## src/rtl/mips_pipe_pkg.sv

```systemverilog
// Shared widths, control-bundle bit positions and opcodes for the 5-stage MIPS pipeline.
package mips_pipe_pkg;

  localparam int WB_W = 2;
  localparam int M_W  = 3;
  localparam int EX_W = 4;

  localparam int EX_REGDST   = 0;
  localparam int EX_ALUOP_LO = 1;
  localparam int EX_ALUOP_HI = 2;
  localparam int EX_ALUSRC   = 3;
  localparam int M_BRANCH    = 0;
  localparam int M_MEMREAD   = 1;
  localparam int M_MEMWRITE  = 2;
  localparam int WB_REGWRITE = 0;
  localparam int WB_MEMTOREG = 1;

  localparam logic [5:0] OPC_RTYPE = 6'b000000;
  localparam logic [5:0] OPC_LW    = 6'b100011;
  localparam logic [5:0] OPC_SW    = 6'b101011;
  localparam logic [5:0] OPC_BEQ   = 6'b000100;

endpackage

```

## src/rtl/id_ex_stage_hazard_detect.sv

```systemverilog
// Load-use hazard detector: a load in EX whose destination is a source of the instruction in ID.
module hazard_detect #(
  parameter int REG_ADDR_W = 5
) (
  input  logic                  ex_valid,
  input  logic                  ex_memread,
  input  logic [REG_ADDR_W-1:0] ex_rt,
  input  logic                  id_valid,
  input  logic [REG_ADDR_W-1:0] id_rs,
  input  logic [REG_ADDR_W-1:0] id_rt,
  output logic                  haz
);

  // $0 is hardwired to zero, so a load targeting it never creates a dependency.
  assign haz = ex_valid & ex_memread & (ex_rt != '0) & id_valid &
               ((ex_rt == id_rs) | (ex_rt == id_rt));

endmodule

```

## src/rtl/id_ex_stage.sv

```systemverilog
// ID/EX pipeline register with load-use stall/bubble and branch flush.
// Optional macro ID_EX_STALL_CNT_EN adds a 32-bit bubble counter on stall_cnt_o.
module id_ex_stage
  import mips_pipe_pkg::*;
#(
  parameter int DATA_W     = 32,
  parameter int REG_ADDR_W = 5
) (
  input  logic                  clk,
  input  logic                  rst,
  input  logic [WB_W-1:0]       wb_i,
  input  logic [M_W-1:0]        m_i,
  input  logic [EX_W-1:0]       ex_i,
  input  logic                  id_valid_i,
  input  logic                  flush_i,
  input  logic [DATA_W-1:0]     pc4_i,
  input  logic [DATA_W-1:0]     rd1_i,
  input  logic [DATA_W-1:0]     rd2_i,
  input  logic [DATA_W-1:0]     imm_i,
  input  logic [REG_ADDR_W-1:0] rs_i,
  input  logic [REG_ADDR_W-1:0] rt_i,
  input  logic [REG_ADDR_W-1:0] rd_i,
  output logic [WB_W-1:0]       wb_o,
  output logic [M_W-1:0]        m_o,
  output logic [EX_W-1:0]       ex_o,
  output logic                  valid_o,
  output logic [DATA_W-1:0]     pc4_o,
  output logic [DATA_W-1:0]     rd1_o,
  output logic [DATA_W-1:0]     rd2_o,
  output logic [DATA_W-1:0]     imm_o,
  output logic [REG_ADDR_W-1:0] rs_o,
  output logic [REG_ADDR_W-1:0] rt_o,
  output logic [REG_ADDR_W-1:0] rd_o,
  output logic                  pc_write_o,
  output logic                  ifid_write_o,
`ifdef ID_EX_STALL_CNT_EN
  output logic [31:0]           stall_cnt_o,
`endif
  output logic                  bubble_o
);

  logic haz;
  logic stall;

  hazard_detect #(
    .REG_ADDR_W(REG_ADDR_W)
  ) u_hazard_detect (
    .ex_valid  (valid_o),
    .ex_memread(m_o[M_MEMREAD]),
    .ex_rt     (rt_o),
    .id_valid  (id_valid_i),
    .id_rs     (rs_i),
    .id_rt     (rt_i),
    .haz       (haz)
  );

  // valid_o qualifies the EX slot: when 0 the control bundles are clean zeros and the
  // slot is a bubble. A flush overrides a stall: the squashed instruction must not hold IF/ID.
  assign stall        = haz & ~flush_i;
  assign bubble_o     = stall;
  assign pc_write_o   = ~stall;
  assign ifid_write_o = ~stall;

  always_ff @(posedge clk or posedge rst) begin
    if (rst) begin
      wb_o    <= '0;
      m_o     <= '0;
      ex_o    <= '0;
      valid_o <= 1'b0;
      pc4_o   <= '0;
      rd1_o   <= '0;
      rd2_o   <= '0;
      imm_o   <= '0;
      rs_o    <= '0;
      rt_o    <= '0;
      rd_o    <= '0;
    end else begin
      pc4_o <= pc4_i;
      rd1_o <= rd1_i;
      rd2_o <= rd2_i;
      imm_o <= imm_i;
      rs_o  <= rs_i;
      rt_o  <= rt_i;
      rd_o  <= rd_i;
      if (flush_i || haz) begin
        wb_o    <= '0;
        m_o     <= '0;
        ex_o    <= '0;
        valid_o <= 1'b0;
      end else begin
        wb_o    <= id_valid_i ? wb_i : '0;
        m_o     <= id_valid_i ? m_i  : '0;
        ex_o    <= id_valid_i ? ex_i : '0;
        valid_o <= id_valid_i;
      end
    end
  end

`ifdef ID_EX_STALL_CNT_EN
  logic [31:0] stall_cnt;

  always_ff @(posedge clk or posedge rst) begin
    if (rst) begin
      stall_cnt <= '0;
    end else if (stall) begin
      stall_cnt <= stall_cnt + 32'd1;
    end
  end

  assign stall_cnt_o = stall_cnt;
`endif

endmodule
```

## config.mk

```make
export PLATFORM = sky130hd
export DESIGN_NAME = id_ex_stage
export DESIGN_NICKNAME = d
export VERILOG_FILES = /design/src/rtl/mips_pipe_pkg.sv /design/src/rtl/id_ex_stage_hazard_detect.sv /design/src/rtl/id_ex_stage.sv
export SDC_FILE = /design/constraint.sdc
export NUM_CORES = 1
export LEC_CHECK = 0
export ABC_AREA = 1
export BUFFER_PORTS_ARGS = -buffer_cell sky130_fd_sc_hd__buf_2
export CAP_MARGIN = 20
export CELL_PAD_IN_SITES_DETAIL_PLACEMENT = 0
export CELL_PAD_IN_SITES_GLOBAL_PLACEMENT = 1
export CORE_MARGIN = 5
export CORE_UTILIZATION = 29
export DETAILED_ROUTE_END_ITERATION = 8
export GPL_TIMING_DRIVEN = 0
export PLACE_DENSITY = 0.8
export RECOVER_POWER = 25
export SKIP_LAST_GASP = 1
export SLEW_MARGIN = 30
export SYNTH_ARGS = -nofsm -noshare
export SYNTH_HDL_FRONTEND = slang
export SYNTH_HIERARCHICAL = 1
export SYNTH_SLANG_ARGS = --single-unit
```

## constraint.sdc

```tcl
create_clock -name clk -period 6.2 [get_ports clk]
set_input_delay 0.62 -clock clk [delete_from_list [all_inputs] [get_ports clk]]
set_output_delay 0.62 -clock clk [all_outputs]
set_load 0.02 [all_outputs]
```

==> flow_summary.yaml <==
drt:
  ant_nets: 0
  drc_errors: 0
  drt_wl_total_mm: 11.85
  drt-pass1-iter-count: 4
  vias_per_cell: 3.977
  vias: 2983
  drt-initial-drc-count: 122
  routedWlPerCell_um: 15.79
critical_path:
  crit_type: "reg2out"
  rrSetupSlack_ns: 4.86
  worst-path-max-fanout: 4
  crit_required_ns: 5.58
  critPathLaunchType: "flop"
  worstReg2RegEnd: "wb_o[0]"
  cp.arrival_ns: 1.93
  endpoint_kind: "output port"
  critPathTopFamily: "buffers and inverters"
  path_buf_inv: 5
  r2r-start: "rt_o[1]"
  crit_cells: 11
  reg2reg_depth: 9
  critPathMaxStageDelay_ns: 0.40
  critPathMostFrequentCell: "inv_1"
  crit_chain: "inv_1 > nand2_1 > nand2_1 > nor2_1 > nand3_1 > a21oi_2 > inv_1 > nor2_1 > inv_1 > buf_4 > buf_2"
  slowest_stage: "dfrtp_1"
die:
  start_util_pct: 29.71
  num_rows: 43
  coreArea_um2: 13990
  die_h_um: 129.7
  io_pins: 312
  die_w_um: 129.7
  dieArea_um2: 16830
power:
  p_leak_nw: 3.586
  total_power_mw: 2.427
  power.density_nw_per_um2: 365.2
  irDropWorstVdd_uv: 156.6
synthesis:
  ys_seq_elements: 153
  synthesis.area_um2: 4156
  yosys.cell_types.count: 15
  synthCells: 226
  synth_edf_count: 0
  yosysSeqAreaShare_pct: 92.11
  avgSynthCellArea_um2: 18.39
  synth_largest_area_cell: "dfrtp_1"
  synth_async_sr_flop_share_pct: 100.0
  netlist.area_leader.share_pct: 92.11
  yosys_warnings: 6
  synth_area_leaders: "dfrtp_1 92%, nand2_1 2.3%, nor2_1 1.6%"
  yosysMostFrequentCell: "dfrtp_1"
  synth_fp_nets: 382
  yosys_most_used_dff: "dfrtp_1"
  synth.top_cells.by_count: "153 x dfrtp_1, 25 x nand2_1, 18 x nor2_1, 15 x inv_1"
clock_tree:
  clk_pin_slew_ns: 0.06
  postCtsSetupBuffers: 0
  clock_latency_ns: 0.41
  cts_resized: 0
  clockBufferDepth: 2
  cts_buffers: 17
  cts-root-buf: "clkbuf_16"
  clock_sinks: 153
  tritoncts: "built"
  cts_max_level: 4
  hold_buffers: 0
timing:
  period_needed_ns: 2.550
  maxSlewViolCount: 0
  fin_worst_skew_ns: 0.003065
  worst_hold_slack_ns: 0.2027
  worstMarginPinSlew_ns: 0.4875
  setup_tns_ns: 0
  fmax_mhz: 392.2
  relSlewSlack_pct: 67.50
  timing.final.crit_share_pct: 41.12
  rsz0062_at_grt: "no"
  hold_viol: 0
  setup_viol: 0
final_layout:
  antenna_cells: 0
  syn_to_final_growth_pct: 59.87
  drive_above_1_share_pct: 61.75
  fin_cells: 750
  layout.nets: 713
grt:
  grt_max_degree: 100
  antenna_found_initial: 1
  grt_pass1_wl_mm: 17.51
  overflow: 0
  grt_usage_pct: 14.15
  grt_pass1_vias: 3341
place:
  dp_hpwl_mm: 9.512
  dp_cells: 718
  gp_congestion: 0.8153
  io_buffers: 311
outcome:
  status: "finished clean"
worst_hold_path:
  hold_class: "in2async"
run:
  max-cap-violations: 0
-- how the worst max path moves through the flow --
stage            start    endpoint  slack [ns]
2_1_floorplan      rst     ex_o[0]        1.46
3_3_place_gp       rst     rt_o[1]        0.18
3_5_place_dp   rt_i[1]  pc_write_o        3.78
4_1_cts        rt_o[1]  pc_write_o        3.60
5_1_grt        rt_o[2]  pc_write_o        3.41
6_report       rt_o[1]  pc_write_o        3.65
-- cells by family (layout without fill, tap and decap cells) --
logic type / after synthesis / in the layout / share of synthesized area (%)
AND/OR/NAND/NOR: 51 / 51 / 5.147
buffers and inverters: 18 / 362 / 1.896
flip-flops: 153 / 153 / 92.11
XOR/XNOR: 3 / 3 / 0.6323
AO/OA/AOI/OAI: 1 / 1 / 0.2108
-- state kept, by name, summed over array words and instances (netlist names) --
name and flops:
rs_o 5, wb_o 2, rd_o 5, rd1_o 32, rd2_o 32, valid_o 1, pc4_o 32, imm_o 32
m_o 3, ex_o 4, rt_o 5
-- layout make-up --
class,instances,area [µm²]
clock inverter,14,242.7
tap,180,225.2
multi-input combinational,55,249.0
inverter,16,67.56
sequential,153,3829
timing repair buffer,312,1584
buffer,2,18.77
clock buffer,18,429.2
fill,1283,7343
-- metrics by stage --
stage          instance area (µm²)  setup WS (ns)  util, %
6_report                      6645          3.650    47.50
5_1_grt                       6645          3.414    47.50
4_1_cts                       6645          3.602    47.50
3_5_place_dp                  5973          3.780    42.70
3_3_place_gp                  5938         0.1846    42.45
2_1_floorplan                 4156          1.459        -
-- power breakdown --
group / switching (mW) / leakage, nW / internal, mW
Sequential: 0.0138 / 1.80 / 1.05
Combinational: 0.133 / 1.46 / 0.0763
Clock: 0.397 / 0.329 / 0.759
Total: 0.544 / 3.59 / 1.88
-- metal layers --
metal	global-route usage, %	share of wire [%]	wire length (µm)	vias to the layer above
met5	0	0.093	11	-
met4	5.379	1.5	180	2
met3	7.941	14	1627	18
met2	23.57	50	5960	199
met1	15.05	34	4065	1414
li1	-	-	-	1350
-- cells in the final DEF (no fill, tap or decap) --
cell       netlist  routed
a21oi_2          1       1
buf_16           0       1
buf_2            0     311
buf_4            1       1
buf_6            1       1
bufinv_16        0       6
clkbuf_1         0       1
clkbuf_16        0      17
clkinv_2         0       2
clkinv_4         0       3
dfrtp_1        153     153
inv_1           15      14
inv_2            1       1
inv_6            0       3
inv_8            0       1
nand2_1         25      25
nand2_2          1       1
nand2_4          1       1
nand3_1          2       2
nand4_1          2       2
nor2_1          18      18
nor2_2           2       2
xnor2_1          2       2
xor2_1           1       1
No activity file was read; power rests on OpenSTA's default activity.
